### src/rtl/boot_loader_pkg.sv
// boot_loader_pkg
//   Shared types and constants for the boot loader controller:
//   - state_t        : controller FSM states
//   - MAGIC_BYTE     : frame start marker
//   - CHECKSUM_WIDTH : width of the wrap-around frame checksum
package boot_loader_pkg;

    typedef enum logic [2:0] {
        S_IDLE  = 3'd0,
        S_LEN   = 3'd1,
        S_DATA  = 3'd2,
        S_WRITE = 3'd3,
        S_CSUM  = 3'd4,
        S_RUN   = 3'd5
    } state_t;

    localparam logic [7:0] MAGIC_BYTE     = 8'hA5;
    localparam int         CHECKSUM_WIDTH = 8;

endpackage

### src/rtl/byte_to_word_packer.sv
// byte_to_word_packer
//   Collects bytes, least significant first, into a 32-bit word.
//   Ports:
//     clk           rising-edge clock
//     reset         synchronous active-low reset
//     clear         restart packing at byte 0 (start of a new frame)
//     byte_strobe   a byte is presented on byte_data this cycle
//     byte_data     stream byte
//     word          assembled word; valid while word_complete is high
//     word_complete high on the strobe that carries the 4th byte of a word
module byte_to_word_packer (
    input  logic        clk,
    input  logic        reset,
    input  logic        clear,
    input  logic        byte_strobe,
    input  logic [7:0]  byte_data,
    output logic [31:0] word,
    output logic        word_complete
);

    // Only the first three bytes need storage: the 4th is taken straight
    // from byte_data so the word is available in the same cycle.
    logic [23:0] shift_q;
    logic [1:0]  count_q;

    assign word          = {byte_data, shift_q};
    assign word_complete = byte_strobe && (count_q == 2'd3);

    always_ff @(posedge clk) begin
        if (!reset) begin
            shift_q <= '0;
            count_q <= '0;
        end else if (clear) begin
            shift_q <= '0;
            count_q <= '0;
        end else if (byte_strobe) begin
            shift_q <= {byte_data, shift_q[23:8]};
            count_q <= count_q + 2'd1;
        end
    end

endmodule

### src/rtl/boot_loader_controller.sv
// boot_loader_controller
//   Receives a framed byte stream (A5, N, 4*N data bytes, checksum), writes
//   the packed little-endian words to program memory and holds the core in
//   reset until a frame completes with a valid checksum.
//   Ports:
//     clk, reset        clock, synchronous active-low reset
//     byte_valid_i/byte_i/byte_ready_o  byte stream handshake
//     load_req_i        pulse in S_RUN to start a new load
//     core_reset_o      active-low core reset, released only in S_RUN
//     pm_write_o/pm_address_o/pm_data_o  program memory write port
//     load_done_o       high in S_RUN
//     load_error_o      sticky frame error, cleared by the next magic byte
//     state_dbg         current FSM state, for observation only
//
//   Handshake: a byte transfers on a rising edge where byte_valid_i and
//   byte_ready_o are both 1; byte_ready_o depends on state only, never on
//   byte_valid_i.
module boot_loader_controller
    import boot_loader_pkg::*;
#(
    parameter int PROGRAM_MEMORY_DEPTH = 64,
    parameter int TIMEOUT_CYCLES       = 1024
) (
    input  logic        clk,
    input  logic        reset,
    input  logic        byte_valid_i,
    input  logic [7:0]  byte_i,
    output logic        byte_ready_o,
    input  logic        load_req_i,
    output logic        core_reset_o,
    output logic        pm_write_o,
    output logic [31:0] pm_address_o,
    output logic [31:0] pm_data_o,
    output logic        load_done_o,
    output logic        load_error_o,
    output state_t      state_dbg
);

    localparam int IDX_W = $clog2(PROGRAM_MEMORY_DEPTH) + 1;
    localparam int TO_W  = $clog2(TIMEOUT_CYCLES) + 1;

    state_t                    state_q;
    logic [CHECKSUM_WIDTH-1:0] checksum_q;
    logic [IDX_W-1:0]          index_q;
    logic [IDX_W-1:0]          len_q;
    logic [TO_W-1:0]           timeout_q;

    logic        byte_accept;
    logic        in_frame;
    logic        timed_out;
    logic        packer_clear;
    logic        packer_strobe;
    logic [31:0] packed_word;
    logic        word_complete;

    assign byte_ready_o  = (state_q == S_IDLE) || (state_q == S_LEN) ||
                           (state_q == S_DATA) || (state_q == S_CSUM);
    assign byte_accept   = byte_valid_i && byte_ready_o;
    assign in_frame      = (state_q == S_LEN) || (state_q == S_DATA) ||
                           (state_q == S_CSUM);
    // The TIMEOUT_CYCLES-th consecutive idle cycle aborts; a byte accepted
    // in that cycle takes priority.
    assign timed_out     = in_frame && !byte_accept &&
                           (timeout_q == TO_W'(TIMEOUT_CYCLES - 1));
    assign packer_clear  = (state_q == S_IDLE) && byte_accept &&
                           (byte_i == MAGIC_BYTE);
    assign packer_strobe = (state_q == S_DATA) && byte_accept;
    assign state_dbg     = state_q;

    byte_to_word_packer u_packer (
        .clk           (clk),
        .reset         (reset),
        .clear         (packer_clear),
        .byte_strobe   (packer_strobe),
        .byte_data     (byte_i),
        .word          (packed_word),
        .word_complete (word_complete)
    );

    always_ff @(posedge clk) begin
        if (!reset) begin
            state_q      <= S_IDLE;
            checksum_q   <= '0;
            index_q      <= '0;
            len_q        <= '0;
            timeout_q    <= '0;
            core_reset_o <= 1'b0;
            pm_write_o   <= 1'b0;
            pm_address_o <= '0;
            pm_data_o    <= '0;
            load_done_o  <= 1'b0;
            load_error_o <= 1'b0;
        end else begin
            pm_write_o <= 1'b0;

            if (in_frame && !byte_accept) begin
                timeout_q <= timeout_q + 1'b1;
            end else begin
                timeout_q <= '0;
            end

            if (timed_out) begin
                load_error_o <= 1'b1;
                timeout_q    <= '0;
                state_q      <= S_IDLE;
            end else begin
                case (state_q)
                    S_IDLE: begin
                        if (byte_accept && (byte_i == MAGIC_BYTE)) begin
                            load_error_o <= 1'b0;
                            checksum_q   <= '0;
                            index_q      <= '0;
                            state_q      <= S_LEN;
                        end
                    end
                    S_LEN: begin
                        if (byte_accept) begin
                            if ((byte_i == 8'd0) ||
                                (int'(byte_i) > PROGRAM_MEMORY_DEPTH)) begin
                                load_error_o <= 1'b1;
                                state_q      <= S_IDLE;
                            end else begin
                                len_q   <= IDX_W'(byte_i);
                                state_q <= S_DATA;
                            end
                        end
                    end
                    S_DATA: begin
                        if (byte_accept) begin
                            checksum_q <= checksum_q + byte_i;
                            if (word_complete) begin
                                pm_write_o   <= 1'b1;
                                pm_address_o <= 32'({index_q, 2'b00});
                                pm_data_o    <= packed_word;
                                state_q      <= S_WRITE;
                            end
                        end
                    end
                    S_WRITE: begin
                        index_q <= index_q + 1'b1;
                        if ((index_q + 1'b1) == len_q) begin
                            state_q <= S_CSUM;
                        end else begin
                            state_q <= S_DATA;
                        end
                    end
                    S_CSUM: begin
                        if (byte_accept) begin
                            if (byte_i == checksum_q) begin
                                core_reset_o <= 1'b1;
                                load_done_o  <= 1'b1;
                                state_q      <= S_RUN;
                            end else begin
                                load_error_o <= 1'b1;
                                state_q      <= S_IDLE;
                            end
                        end
                    end
                    S_RUN: begin
                        if (load_req_i) begin
                            core_reset_o <= 1'b0;
                            load_done_o  <= 1'b0;
                            state_q      <= S_IDLE;
                        end
                    end
                    default: state_q <= S_IDLE;
                endcase
            end
        end
    end

endmodule

### config.mk
export PLATFORM = sky130hd
export DESIGN_NAME = boot_loader_controller
export DESIGN_NICKNAME = d
export VERILOG_FILES = /design/src/rtl/boot_loader_pkg.sv /design/src/rtl/byte_to_word_packer.sv /design/src/rtl/boot_loader_controller.sv
export SDC_FILE = /design/constraint.sdc
export NUM_CORES = 1
export LEC_CHECK = 0
export ABC_AREA = 1
export CAP_MARGIN = 20
export CORE_MARGIN = 3
export CORE_UTILIZATION = 36
export CTS_CLUSTER_SIZE = 24
export DETAILED_ROUTE_END_ITERATION = 6
export GPL_TIMING_DRIVEN = 0
export PLACE_DENSITY = 0.55
export SYNTH_ARGS = -nofsm -noshare
export SYNTH_HDL_FRONTEND = slang
export SYNTH_HIERARCHICAL = 1
export SYNTH_SLANG_ARGS = --single-unit
### constraint.sdc
create_clock -name clk -period 5 [get_ports clk]
set_clock_uncertainty 0.1 [all_clocks]
set_input_delay 0.75 -clock clk [delete_from_list [all_inputs] [get_ports clk]]
set_output_delay 0.75 -clock clk [all_outputs]
set_load 0.02 [all_outputs]
==> results.toml <==
[sta]
finalCritPeriodShare_pct = 69.9
finalSetupViolations = 0
fin_crit_ns = 3.50
rsz0062_at_grt = "no"
clock.fmax_mhz = 286
worst_slack_ns = 1.50
setup_tns_ns = 0
worstMarginPinSlew_ns = 0.716
max_slew_margin_pct = 52.0
worst_hold_slack_ns = 0.352
hold_viol = 0
drv_slew = 0

[cts]
insertion_delay_ns = 0.35
cts.clk_slew.worst_paths_ns = 0.07
cts_setup_buffers = 0
numCtsBuffers = 9
h-tree-depth = 3
cts_tree = "built"
clockBufferDepth = 2
clock-sinks = 104
ctsResizeCount = 0
cts-hold-fix-buffers = 0
root_buffer = "clkbuf_16"

[drt]
postRouteAntennaNets = 0
dr.pass1.iters = 4
wire_per_inst_um = 13.2
routed_wirelength_mm = 12.5
num_vias = 4409
vias_per_cell = 4.67
drc = 0
drt-initial-drc-count = 299

[pwr]
p_per_area_mw_per_mm2 = 268
peakVddDrop_uv = 230
cellLeakagePower_nw = 2.46
total_power_mw = 1.69

[grt]
grt_pass1_wl_mm = 21.1
grt_util_met1_pct = 20.7
antenna_found_initial = 0
grt_start_max_net_pins = 19
grt_use_total_pct = 16.3
overflow = 0
grt_pass1_vias = 4285
top_usage_layer = "met2"
met3_usage_pct = 4.22
grt.met2_usage_pct = 27.8

[placement]
dp_hpwl_mm = 9.54
place_congestion = 0.853
portBuffers = 58
pre_cts_ws_ns = 1.16

[synth]
synthTopCellsByArea = "dfxtp_1, nand2_1, a21oi_1"
synth_top_area_share_pct = 40.7
synth_area_mm2 = 0.00511
synth.avg_cell_area_um2 = 7.62
synth_edf_count = 0
synth_ff_type = "dfxtp_1"
syn_inst = 671
async_flop_share_pct = 0
yosys_warnings = 6
synth_cell_type_count = 41
synth_top_area_cell = "dfxtp_1"
ys_seq_area_share_pct = 40.7
ys_seq_elements = 104

[setup_path]
required_ns = 5.18
critPathArrivalTime_ns = 3.68
cp-start-kind = "input pin"
endpoint_kind = "flip-flop"
cp_max_fo = 10
worstSetupPathType = "in2reg"

[finish]
final_core_util_pct = 46.6
drive_gt1_share_pct = 16.6
syn_to_final_growth_pct = 23.4
fill_cells = 1375
antenna_cells = 0
final_nets = 787

[status]
status = "finished, final reports clean"

[die]
ioPinCount = 84
core_mm2 = 0.0136
die-area_mm2 = 0.0157
die_h_um = 125
rows = 42
initial_core_util_pct = 37.7
die_x_um = 125

[job]
max_cap_violations = 0

[min_path]
hold_class = "reg2reg"
worst paths after layout:
kind / startpoint / end / slack [ns] / cells past startpoint
setup / recovery: byte_valid_i / pm_data_o[30] / 1.50 / 12
hold / removal: timeout_q[0] / timeout_q[0] / 0.35 / 1
setup reg to reg: state_dbg[0] / pm_data_o[30] / 1.78 / 14
hold reg to reg: timeout_q[0] / timeout_q[0] / 0.35 / 1
synth_stat cells (2+ instances only):
| cell type | n |
|---|---|
| buf_6 | 4 |
| buf_2 | 4 |
| a21oi_2 | 21 |
| buf_4 | 39 |
| xor2_1 | 6 |
| ha_1 | 10 |
| inv_1 | 47 |
| nor2_4 | 2 |
| o21ai_0 | 17 |
| nand4_1 | 7 |
| a21oi_1 | 72 |
| nand3_1 | 72 |
| nor3b_2 | 2 |
| xnor2_1 | 3 |
| dfxtp_1 | 104 |
| or2_2 | 5 |
| buf_12 | 2 |
| nor2_1 | 48 |
| nor3_1 | 7 |
| nand2_1 | 145 |
| nand2_2 | 24 |
| o21bai_1 | 2 |
| clkbuf_1 | 10 |
flip-flops by register name (all words and copies together) (netlist names):
register and count:
checksum_q 8, index_q 7, len_q 7, load_done_o 1
load_error_o 1, pm_address_o 7, pm_data_o 32, pm_write_o 1
state_dbg 3, timeout_q 11, u_packer/count_q 2, u_packer/shift_q 24
where the power goes:
part,internal [mW],switching [mW]
Combinational,0.0485,0.0869
Clock,0.396,0.322
Sequential,0.832,0.00412
critical path: stages:
cell and delay [ns]:
clkdlybuf4s50_1 0.59, inv_1 0.20, nor2_8 0.26, buf_4 0.23, buf_6 0.18, buf_6 0.15
nand2_1 0.06, inv_1 0.05, clkbuf_1 0.38, clkbuf_1 0.44, nand3_1 0.20, a21oi_1 0.17
stage by stage:
stage	std cells	instance area [um^2]
6_report	945	6310
5_1_grt	945	6310
4_1_cts	945	6310
3_5_place_dp	929	6010
3_3_place_gp	929	6010
2_1_floorplan	695	5200
kinds of logic after synthesis:
kind of cell | share of synthesized area [%]
other | 0.0733
AOI/OAI and AO/OA | 13.8
xor gates and xnor gates | 1.54
DFF | 40.7
adders and majority gates | 2.84
buffers and inverters | 12.5
and+or+nand+nor | 28.6
area by class of cell:
class	count	area, um^2	share of cell area (%)
Inverter	50	198	3.13
Clock buffer	10	229	3.63
Clock inverter	6	77.6	1.23
Multi-Input combinational cell	481	2490	39.4
Buffer	60	439	6.96
Sequential cell	104	2080	33.0
Tap cell	176	220	3.49
Timing Repair Buffer	58	581	9.20
layer usage:
metal / share of wire [%] / wire (um)
met5: 0 / 0
met4: 0.92 / 115
met2: 49 / 6130
met3: 4.5 / 556
met1: 45 / 5660
cell usage in the layout (no fill, tap or decap), drive strengths merged, types with 7 or more instances in the layout:
cell type        n
buf             50
dfxtp          104
nand2          170
inv             52
ha              10
nand4            7
nor2            52
conb            25
clkdlybuf4s50   58
nand3           73
a21oi           93
nor3             8
o21ai           18
clkbuf          20
No activity file was read; power rests on OpenSTA's default activity.
